--- src/rtl/sram_scan_pkg.sv ---
// Shared definitions for the scan-chain SRAM sequencer: FSM states and frame geometry.
package sram_scan_pkg;

    typedef enum logic [2:0] {
        StIdle,
        StShiftIn,
        StLoad,
        StShiftOut,
        StResp
    } state_e;

    // Frame layout, MSB first on the chain: {we, addr, data}
    function automatic int unsigned chain_w(int unsigned addr_w, int unsigned data_w);
        return 1 + addr_w + data_w;
    endfunction

    function automatic int unsigned frame_we_pos(int unsigned addr_w, int unsigned data_w);
        return addr_w + data_w;
    endfunction

    function automatic int unsigned frame_addr_lsb(int unsigned data_w);
        return data_w;
    endfunction

endpackage

--- src/rtl/scan_phase_gen.sv ---
// Scan clock phase divider: each phase lasts HALF_DIV cycles, low phase first after restart.
module scan_phase_gen #(
    parameter int unsigned HALF_DIV = 2
) (
    input  logic clk,
    input  logic rst,
    input  logic restart,
    output logic phase,
    output logic tick,
    output logic rise
);

    localparam int unsigned CntW = (HALF_DIV > 1) ? $clog2(HALF_DIV) : 1;
    localparam logic [CntW-1:0] LastCnt = CntW'(HALF_DIV - 1);

    logic [CntW-1:0] cnt_q;
    logic            phase_q;

    // tick marks the last cycle of the current phase
    assign phase = phase_q;
    assign tick  = (cnt_q == LastCnt);
    assign rise  = tick && !phase_q;

    // Phase counter; restart pins it to the start of a low phase
    always_ff @(posedge clk) begin
        if (rst || restart) begin
            cnt_q   <= '0;
            phase_q <= 1'b0;
        end else if (tick) begin
            cnt_q   <= '0;
            phase_q <= ~phase_q;
        end else begin
            cnt_q <= cnt_q + CntW'(1);
        end
    end

endmodule

--- src/rtl/sram_scan_sequencer.sv ---
// Turns one parallel SRAM command into scan-chain shift/load/shift-out sequences.
module sram_scan_sequencer #(
    parameter int unsigned ADDR_W   = 8,
    parameter int unsigned DATA_W   = 32,
    parameter int unsigned HALF_DIV = 2
) (
    input  logic              wb_clk_i,
    input  logic              wb_rst_i,
    input  logic              cmd_valid,
    output logic              cmd_ready,
    input  logic              cmd_we,
    input  logic [ADDR_W-1:0] cmd_addr,
    input  logic [DATA_W-1:0] cmd_wdata,
    output logic              rsp_valid,
    input  logic              rsp_ready,
    output logic [DATA_W-1:0] rsp_rdata,
    output logic              scan_clk,
    output logic              scan_en,
    output logic              scan_in,
    input  logic              scan_out,
    output logic              sram_load,
    output logic              sram_csb,
    output logic              busy
);

    import sram_scan_pkg::*;

    localparam int unsigned ChainW  = chain_w(ADDR_W, DATA_W);
    localparam int unsigned WePos   = frame_we_pos(ADDR_W, DATA_W);
    localparam int unsigned AddrLsb = frame_addr_lsb(DATA_W);
    localparam int unsigned CntW    = $clog2(ChainW + 1);
    localparam logic [CntW-1:0] LastInBit  = CntW'(ChainW - 1);
    localparam logic [CntW-1:0] LastOutBit = CntW'(DATA_W - 1);

    state_e              state_q;
    logic                prime_q;
    logic                we_q;
    logic [ChainW-1:0]   frame_q;
    logic [CntW-1:0]     bit_cnt_q;
    logic [DATA_W-1:0]   rd_sh_q;
    logic                rsp_valid_q;
    logic [DATA_W-1:0]   rsp_rdata_q;
    logic                scan_clk_q;
    logic                scan_en_q;
    logic                scan_in_q;
    logic                sram_load_q;
    logic                sram_csb_q;

    logic [ChainW-1:0]   cmd_frame;
    logic                leave;
    logic                restart;
    logic                ph_phase;
    logic                ph_tick;
    logic                ph_rise;
    logic                ph_fall;

    assign ph_fall   = ph_tick && ph_phase;
    assign busy      = (state_q != StIdle);
    assign cmd_ready = (state_q == StIdle);
    assign rsp_valid = rsp_valid_q;
    assign rsp_rdata = rsp_rdata_q;
    assign scan_clk  = scan_clk_q;
    assign scan_en   = scan_en_q;
    assign scan_in   = scan_in_q;
    assign sram_load = sram_load_q;
    assign sram_csb  = sram_csb_q;

    scan_phase_gen #(
        .HALF_DIV (HALF_DIV)
    ) u_phase (
        .clk     (wb_clk_i),
        .rst     (wb_rst_i),
        .restart (restart),
        .phase   (ph_phase),
        .tick    (ph_tick),
        .rise    (ph_rise)
    );

    // Build the outgoing frame; reads shift zeros in the data field
    always_comb begin
        cmd_frame                      = '0;
        cmd_frame[WePos]               = cmd_we;
        cmd_frame[AddrLsb +: ADDR_W]   = cmd_addr;
        if (cmd_we) begin
            cmd_frame[DATA_W-1:0] = cmd_wdata;
        end
    end

    // Detect state exits so the divider restarts on every state entry
    always_comb begin
        case (state_q)
            StShiftIn:  leave = !prime_q && ph_fall && (bit_cnt_q == LastInBit);
            StLoad:     leave = ph_fall;
            StShiftOut: leave = ph_fall && (bit_cnt_q == LastOutBit);
            default:    leave = 1'b0;
        endcase
        restart = leave || prime_q || (state_q == StIdle) || (state_q == StResp);
    end

    // Sequencer FSM with registered harness and response outputs
    always_ff @(posedge wb_clk_i) begin
        if (wb_rst_i) begin
            state_q     <= StIdle;
            prime_q     <= 1'b0;
            we_q        <= 1'b0;
            frame_q     <= '0;
            bit_cnt_q   <= '0;
            rd_sh_q     <= '0;
            rsp_valid_q <= 1'b0;
            rsp_rdata_q <= '0;
            scan_clk_q  <= 1'b0;
            scan_en_q   <= 1'b0;
            scan_in_q   <= 1'b0;
            sram_load_q <= 1'b0;
            sram_csb_q  <= 1'b1;
        end else begin
            unique case (state_q)
                StIdle: begin
                    if (cmd_valid) begin
                        state_q   <= StShiftIn;
                        // One setup cycle lets the divider restart with the MSB already driven
                        prime_q   <= 1'b1;
                        we_q      <= cmd_we;
                        scan_en_q <= 1'b1;
                        scan_in_q <= cmd_frame[ChainW-1];
                        frame_q   <= {cmd_frame[ChainW-2:0], 1'b0};
                        bit_cnt_q <= '0;
                    end
                end
                StShiftIn: begin
                    if (prime_q) begin
                        prime_q <= 1'b0;
                    end else if (ph_rise) begin
                        scan_clk_q <= 1'b1;
                    end else if (ph_fall) begin
                        scan_clk_q <= 1'b0;
                        if (bit_cnt_q == LastInBit) begin
                            state_q     <= StLoad;
                            bit_cnt_q   <= '0;
                            scan_en_q   <= 1'b0;
                            scan_in_q   <= 1'b0;
                            sram_load_q <= 1'b1;
                            sram_csb_q  <= 1'b0;
                        end else begin
                            bit_cnt_q <= bit_cnt_q + CntW'(1);
                            scan_in_q <= frame_q[ChainW-1];
                            frame_q   <= {frame_q[ChainW-2:0], 1'b0};
                        end
                    end
                end
                StLoad: begin
                    if (ph_rise) begin
                        scan_clk_q <= 1'b1;
                    end else if (ph_fall) begin
                        scan_clk_q  <= 1'b0;
                        sram_load_q <= 1'b0;
                        sram_csb_q  <= 1'b1;
                        if (we_q) begin
                            state_q     <= StResp;
                            rsp_valid_q <= 1'b1;
                            rsp_rdata_q <= '0;
                        end else begin
                            state_q   <= StShiftOut;
                            scan_en_q <= 1'b1;
                            rd_sh_q   <= '0;
                        end
                    end
                end
                StShiftOut: begin
                    if (ph_rise) begin
                        scan_clk_q <= 1'b1;
                        // Chain output is sampled before the harness shifts on this rise
                        rd_sh_q    <= {rd_sh_q[DATA_W-2:0], scan_out};
                    end else if (ph_fall) begin
                        scan_clk_q <= 1'b0;
                        if (bit_cnt_q == LastOutBit) begin
                            state_q     <= StResp;
                            scan_en_q   <= 1'b0;
                            rsp_valid_q <= 1'b1;
                            rsp_rdata_q <= rd_sh_q;
                        end else begin
                            bit_cnt_q <= bit_cnt_q + CntW'(1);
                        end
                    end
                end
                StResp: begin
                    if (rsp_ready) begin
                        state_q     <= StIdle;
                        rsp_valid_q <= 1'b0;
                        rsp_rdata_q <= '0;
                    end
                end
                default: state_q <= StIdle;
            endcase
        end
    end

endmodule
--- config.mk ---
export PLATFORM = sky130hd
export DESIGN_NAME = sram_scan_sequencer
export DESIGN_NICKNAME = d
export VERILOG_FILES = /design/src/rtl/sram_scan_pkg.sv /design/src/rtl/scan_phase_gen.sv /design/src/rtl/sram_scan_sequencer.sv
export SDC_FILE = /design/constraint.sdc
export NUM_CORES = 1
export LEC_CHECK = 0
export ABC_AREA = 1
export BUFFER_PORTS_ARGS = -buffer_cell sky130_fd_sc_hd__buf_2
export CAP_MARGIN = 40
export CORE_ASPECT_RATIO = 0.7
export CORE_MARGIN = 4
export CORE_UTILIZATION = 50
export CTS_BUF_LIST = sky130_fd_sc_hd__clkbuf_4 sky130_fd_sc_hd__clkbuf_8
export DETAILED_ROUTE_END_ITERATION = 10
export GPL_ROUTABILITY_DRIVEN = 0
export PLACE_DENSITY_LB_ADDON = 0.25
export SYNTH_ARGS = -nofsm -noshare
export SYNTH_HDL_FRONTEND = slang
export SYNTH_SLANG_ARGS = --single-unit
export TNS_END_PERCENT = 100
--- constraint.sdc ---
create_clock -name wb_clk_i -period 2.1 [get_ports wb_clk_i]
set_input_delay 0.105 -clock wb_clk_i [delete_from_list [all_inputs] [get_ports wb_clk_i]]
set_output_delay 0.105 -clock wb_clk_i [all_outputs]
set_load 0.02 [all_outputs]
## After elaboration in Yosys (flattened, before gate mapping)

Index checks and enable logic that the tools add are counted.

| cells by class | value |
|---|---|
| $add $sub $neg | 2 |
| magnitude comparators | 0 |
| $mul | 0 |
| muxes and demuxes | 84 |
| reduce and logical (&&, ||, !) cells | 33 |
| bitwise operators | 1 |
| equality and inequality tests | 22 |
| shift-type cells | 0 |
| divide/modulo/power cells | 0 |

Operators with widths:

| cell | number |
|---|---|
| $mux 32 | 12 |
| $mux 41 | 5 |
| $pmux 32 s3 | 1 |
| $pmux 41 s2 | 1 |
| $pmux 32 s2 | 1 |
| $mux 6 | 8 |
| $mux 3 | 12 |
| $mux 1 | 34 |
| $ne 2x2->1 const B | 16 |
| $pmux 6 s3 | 1 |
| $reduce_and 8->1 | 2 |
| $pmux 3 s5 | 1 |
| $reduce_and 12->1 | 1 |
| $reduce_and 11->1 | 1 |
| $pmux 1 s2 | 5 |
| $reduce_and 5->1 | 2 |
| $reduce_bool 3->1 | 3 |
| $reduce_bool 2->1 | 4 |
| $reduce_and 7->1 | 1 |
| $add 6x1->6 const B | 1 |
| $eq 3x2->1 const B | 2 |
| $eq 6x5->1 const B | 1 |
| $eq 6x6->1 const B | 1 |
| $pmux 1 s3 | 2 |
| other kinds (13) | 24 |

| storage, ports and cells | value |
|---|---|
| memories | 0 |
| output and inout bits | 40 |
| bits in latches | 0 |
| bits in writable memories | 0 |
| word-level logic and storage cells | 157 |
| ROM bits | 0 |
| bits in registers | 124 |

## Longest topological paths before layout

| depth | value |
|---|---|
| depth in word-level cells | 9 |
| mapped depth | 11 |
| mapped depth without buffers | 10 |

## Hierarchy

A second synthesis with hierarchy kept.

| second synthesis, totals | value |
|---|---|
| cell total of the unflattened synthesis | 806 |
| area total of the unflattened synthesis | 5713.0 um^2 |

Modules (own cells, without submodules):

| module | instances | sequential area each (um^2) | cells an instance | area an instance (um^2) |
|---|---|---|---|---|
| sram_scan_sequencer | 1 | 2422.3 | 794 | 5627.9 |
| scan_phase_gen | 1 | 40.0 | 12 | 85.1 |

## Least setup slack after synthesis

Ideal clock, no wire load.

| timing path | value |
|---|---|
| path type | flip-flop to flip-flop |
| from | reg bit_cnt_q[0] |
| to | reg frame_q[22] |
| clock period less this slack | 1.532 ns |
| data arrival time | 1.416 ns |
| slack | 0.568 ns |
| stages on the path, launching flop included | 12 |
| path buffers | 2 |
| cell sequence | dfxtp_1 inv_1 ha_1 nand3_1 nor2_1 nand2_1 nand2_2 inv_2 buf_6 buf_6 nor2_1 nor2_1 |

| on the way | value |
|---|---|
| cells in the longest elaborated chain, start to end | 3 |

Ends and longest elaborated chain:

| what | line | source |
|---|---|---|
| start, declared | sram_scan_sequencer.sv:39 | `logic [CntW-1:0] bit_cnt_q;` |
| start signal, assigned | sram_scan_sequencer.sv:145 | `bit_cnt_q <= bit_cnt_q + CntW'(1);` |
| start signal, assigned | sram_scan_sequencer.sv:182 | `bit_cnt_q <= bit_cnt_q + CntW'(1);` |
| $eq 6x6->1 | sram_scan_sequencer.sv:137 | `if (bit_cnt_q == LastInBit) begin` |
| $ne 2x2->1 (no line) | -- |  |
| $reduce_and 6->1 (no line) | -- |  |
| end signal, assigned | sram_scan_sequencer.sv:126 | `frame_q <= {cmd_frame[ChainW-2:0], 1'b0};` |
| end signal, assigned | sram_scan_sequencer.sv:147 | `frame_q <= {frame_q[ChainW-2:0], 1'b0};` |
| end, declared | sram_scan_sequencer.sv:38 | `logic [ChainW-1:0] frame_q;` |

No other way between the ends.
A chain may end at the register's enable or synchronous reset.

## Worst setup path in the final report

| timing path | value |
|---|---|
| from | reg state_q[2] |
| to | reg bit_cnt_q[1] |

| on the way | value |
|---|---|
| cells in the longest elaborated chain, start to end | 3 |
| elaborated cells on any way between the ends | 13 |

Ends and longest elaborated chain:

| what | line | source |
|---|---|---|
| start, declared | sram_scan_sequencer.sv:35 | `state_e state_q;` |
| start signal, assigned | sram_scan_sequencer.sv:103 | `state_q <= StIdle;` |
| start signal, assigned | sram_scan_sequencer.sv:120 | `state_q <= StShiftIn;` |
| start signal, assigned | sram_scan_sequencer.sv:138 | `state_q <= StLoad;` |
| $eq 3x2->1, or another cell as far along | sram_scan_sequencer.sv:117 | `unique case (state_q)` |
| $ne 2x2->1 (no line) or $reduce_bool 3->1 (tied branches) | -- |  |
| $reduce_and 8->1 (no line) | -- |  |

Parallel ways exist; a longest one is shown, timed or not.

==> summary.md <==
| Metric | Value |
|---|---|
| Measured slew at the worst slew-check pin | `0.5624 ns` |
| Max_cap viols | `0` |
| Leak | `approximately 0.0031 µW` |
| XOR/XNOR share of the synthesized area | `0` |
| WHS | `0.01897 ns` |
| Vias in the first global route | `between 4,000 and 5,000` |
| Synth Area in Simple Gates | `0.3149` |
| Total track usage | `0.2131` |
| Hold WC Path Type | `input port to flip-flop` |
| Final Hold Fails | `0` |
| PortBufs | `85` |
| Final worst path period need | `1.928 ns` |
| Syn_nets | `~900` |
| Fillers | `1,030` |
| Post-synthesis compound-gate area fraction | `0.1433` |
| Worst-path clk slew | `0.07 ns` |
| Proportion of layout cells with a drive suffix above 1 | `0.1640` |
| Synth area leaders | `dfxtp_1, nor2_1, nand2_1` |
| Post-synthesis adder-cell area fraction | `0.004543` |
| Worst R2R Setup Slack | `0.17 ns` |
| Global-route wire length before repair | `approximately 22,000 µm` |
| HP Start | `cmd_wdata[17]` |
| Ys Warns | `0` |
| Final instance area | `6608 µm²` |
| Final setup viols | `0` |
| CORE AREA | `10,550 µm²` |
| Clock insertion delay at the later pin of the skew report | `approximately 0.43 ns` |
| Nets | `slightly below 1,000` |
| Startpoint types | `flip-flop` |
| Yosys top cell area share | `0.4471` |
| Top FF cell, synth | `dfxtp_1` |
| IO Pins | `86` |
| Die Y | `95.81 µm` |
| Mapped Avg Cell Area | `6.604 µm²` |
| CTS tree | `done` |
| R2R depth | `9` |
| Worst r2r dst | `bit_cnt_q[1]$_SDFFE_PP0P_` |
| Sequential fraction of the synthesis area | `0.4471` |
| Largest family of logic cells by synthesized area | `simple AND/OR/NAND/NOR gates` |
| Proportion of synthesized area in mux cells | `0` |
| Routed via count | `approximately 5,300` |
| Wire per inst | `12.16 µm` |
| Setup TNS | `0 ns` |
| First-pass DRT Iterations | `5` |
| Sink Count | `123` |
| Die W | `~130 µm` |
| Die area | `12,790 µm²` |
| Placed Instance Area | `6112 µm²` |
| PwrDens | `1452 nW/µm²` |
| Post-synthesis async set-or-reset flop share | `0` |
| DR vias/cell | `4.872` |
| Drt drc | `0` |
| Status | `complete, no violations` |
| Post-Synthesis Cells | `834` |
| Total CTS buffers | `17` |
| Total gr overflow | `0` |
| Reg2reg start | `state_q[2]$_SDFFE_PP0P_` |
| Critical path endpoint category | `flip-flop` |
| Register area | `2462 µm²` |
| Post-Route WL | `13,160 µm` |
| DP HPWL | `around 8800 µm` |
| Hold EP | `frame_q[18]$_SDFFE_PP0P_` |
| CP required | `2.40 ns` |
| Final period util | `0.9179` |
| RSZ-0062 raised after global routing | `false` |
| Initial antenna violation count | `0` |
| Crit Path Max Fanout | `12` |
| Max Root-Sink Buffers | `2` |
| H-tree Lvls | `4` |
| Peak supply drop | `around 520 µV` |
| Post-synth EDFFs | `0` |
| Worst rel slew slack | `0.6245` |
| Max Clk Rate | `518.8 MHz` |
| Antenna Nets Post-Route | `0` |
| Initial core utilization | `0.5221` |
| Clk Tree Root Cell | `clkbuf_8` |
| WHS Path Cells | `5` |
| Cell Rows | `31` |
| Largest net degree at the start of global routing | `between 60 and 70` |
| Syn-to-layout area delta | `19.97%` |
| Post-Syn Area | `between 5000 and 6000 µm²` |
| Area leader, netlist | `dfxtp_1` |
| Initial DRC count | `441` |
| Final Max Tran Viols | `0` |
| Area of the multi-input gates | `2554 µm²` |
| Seq cells post-synth | `123` |
| Cell variety after synth | `25` |
| Post-Route Skew | `roughly 0.013 ns` |
| Count leader, synth | `nor2_1` |
| Arr. time, crit path | `~2.2 ns` |
| Kind of critical path | `flip-flop to flip-flop` |
| Top cells by count, synth | `nor2_1, nand2_1, dfxtp_1, o21ai_0, inv_1` |
[state kept, by name, indices dropped and copies added, names as in the netlist, named ones only]
signal,flops
rsp_valid,1
scan_in,1
sram_load,1
rsp_rdata,32
we_q,1
state_q,3
u_phase.phase,1
scan_en,1
sram_csb,1
rd_sh_q,32
u_phase.tick,1
bit_cnt_q,6
prime_q,1
frame_q,40
[timing repair]
action,CTS,global route
gates resized for setup,0,2
hold buffers,13,0
setup endpoints to repair,0,25
endpoints found under the hold margin,14,0
buffers inserted,0,0
[how the worst max path moves through the flow]
stage,depth (start not counted),end,startpoint,slack (ns)
after floorplan,11,frame_q[22]$_SDFFE_PP0P_,bit_cnt_q[0]$_SDFFE_PP0P_,0.57
after global placement,9,frame_q[31]$_SDFFE_PP0P_,state_q[2]$_SDFFE_PP0P_,0.21
after detailed placement,9,frame_q[31]$_SDFFE_PP0P_,state_q[2]$_SDFFE_PP0P_,0.17
after CTS,9,frame_q[39]$_SDFFE_PP0P_,state_q[2]$_SDFFE_PP0P_,0.13
after global routing,8,bit_cnt_q[0]$_SDFFE_PP0P_,state_q[2]$_SDFFE_PP0P_,0.01
final,9,bit_cnt_q[1]$_SDFFE_PP0P_,state_q[2]$_SDFFE_PP0P_,0.17
[routing by layer]
metal  GRT usage  wire length [µm]
met2      0.3125              5358
met4     0.05736               104
met3     0.05277               664
met1      0.3128              7031
met5           0                 0
[area by class of cell]
type	instances	share of cell area
clock inverters	8	0.01079
clock buffers	22	0.04298
inverters	72	0.04128
diodes	1	0.0003787
multi-input cells	594	0.3865
well taps	148	0.02803
repair buffers	114	0.1174
flip-flops and latches	123	0.3727
[critical path: stages (launching register included)]
cell and delay [ns]:
dfxtp_1 0.46, nor2_2 0.12, nand2_2 0.21, inv_4 0.11
nand2_1 0.09, nand3_1 0.20, nor2_2 0.35, nand2_1 0.10
o21ai_0 0.09, nor2_1 0.06
[layout by cell type (no fill, tap or decap)]
cell type      count
a21boi_0           1
a21oi_1           49
a31oi_1            1
and3_1             1
buf_12             8
buf_2             85
buf_4              8
bufinv_16          1
clkbuf_4           3
clkbuf_8          19
clkinv_2           5
clkinv_4           1
clkinvlp_4         1
dfxtp_1          123
diode_2            1
dlygate4sd3_1     13
ha_1               2
inv_1             64
inv_2              7
inv_4              1
nand2_1          190
nand2_2            3
nand2_4            2
nand3_1           20
nand3_2            1
nand3b_2           1
nand4_1            5
nor2_1           199
nor2_2             6
nor2_4             1
nor3_1             6
o21ai_0           83
o21ai_1           23
[report_power, final]
part,switching (µW),internal [µW],total (µW)
Sequential,439,3210,3650
Combinational,2630,1400,4030
Clock,903,1010,1920
[stage by stage]
stage / utilization / setup slack, ns / power, µW / instances
6_report: 0.6263 / 0.1724 / 9592 / 1082
5_1_grt: 0.6261 / 0.01011 / 10380 / 1081
4_1_cts: 0.6254 / 0.1319 / 9612 / 1081
3_5_place_dp: 0.5793 / 0.1708 / 7666 / 1038
3_3_place_gp: 0.5793 / 0.2105 / 7602 / 1038
2_1_floorplan: - / 0.5680 / 6562 / 834
[kinds of logic after synthesis]
logic type,Yosys count
and+or+nand+nor,435
adders and majority gates,2
DFF,123
AOI/OAI and AO/OA,157
buffers and inverters,117
No activity file was read; power rests on OpenSTA's default activity.
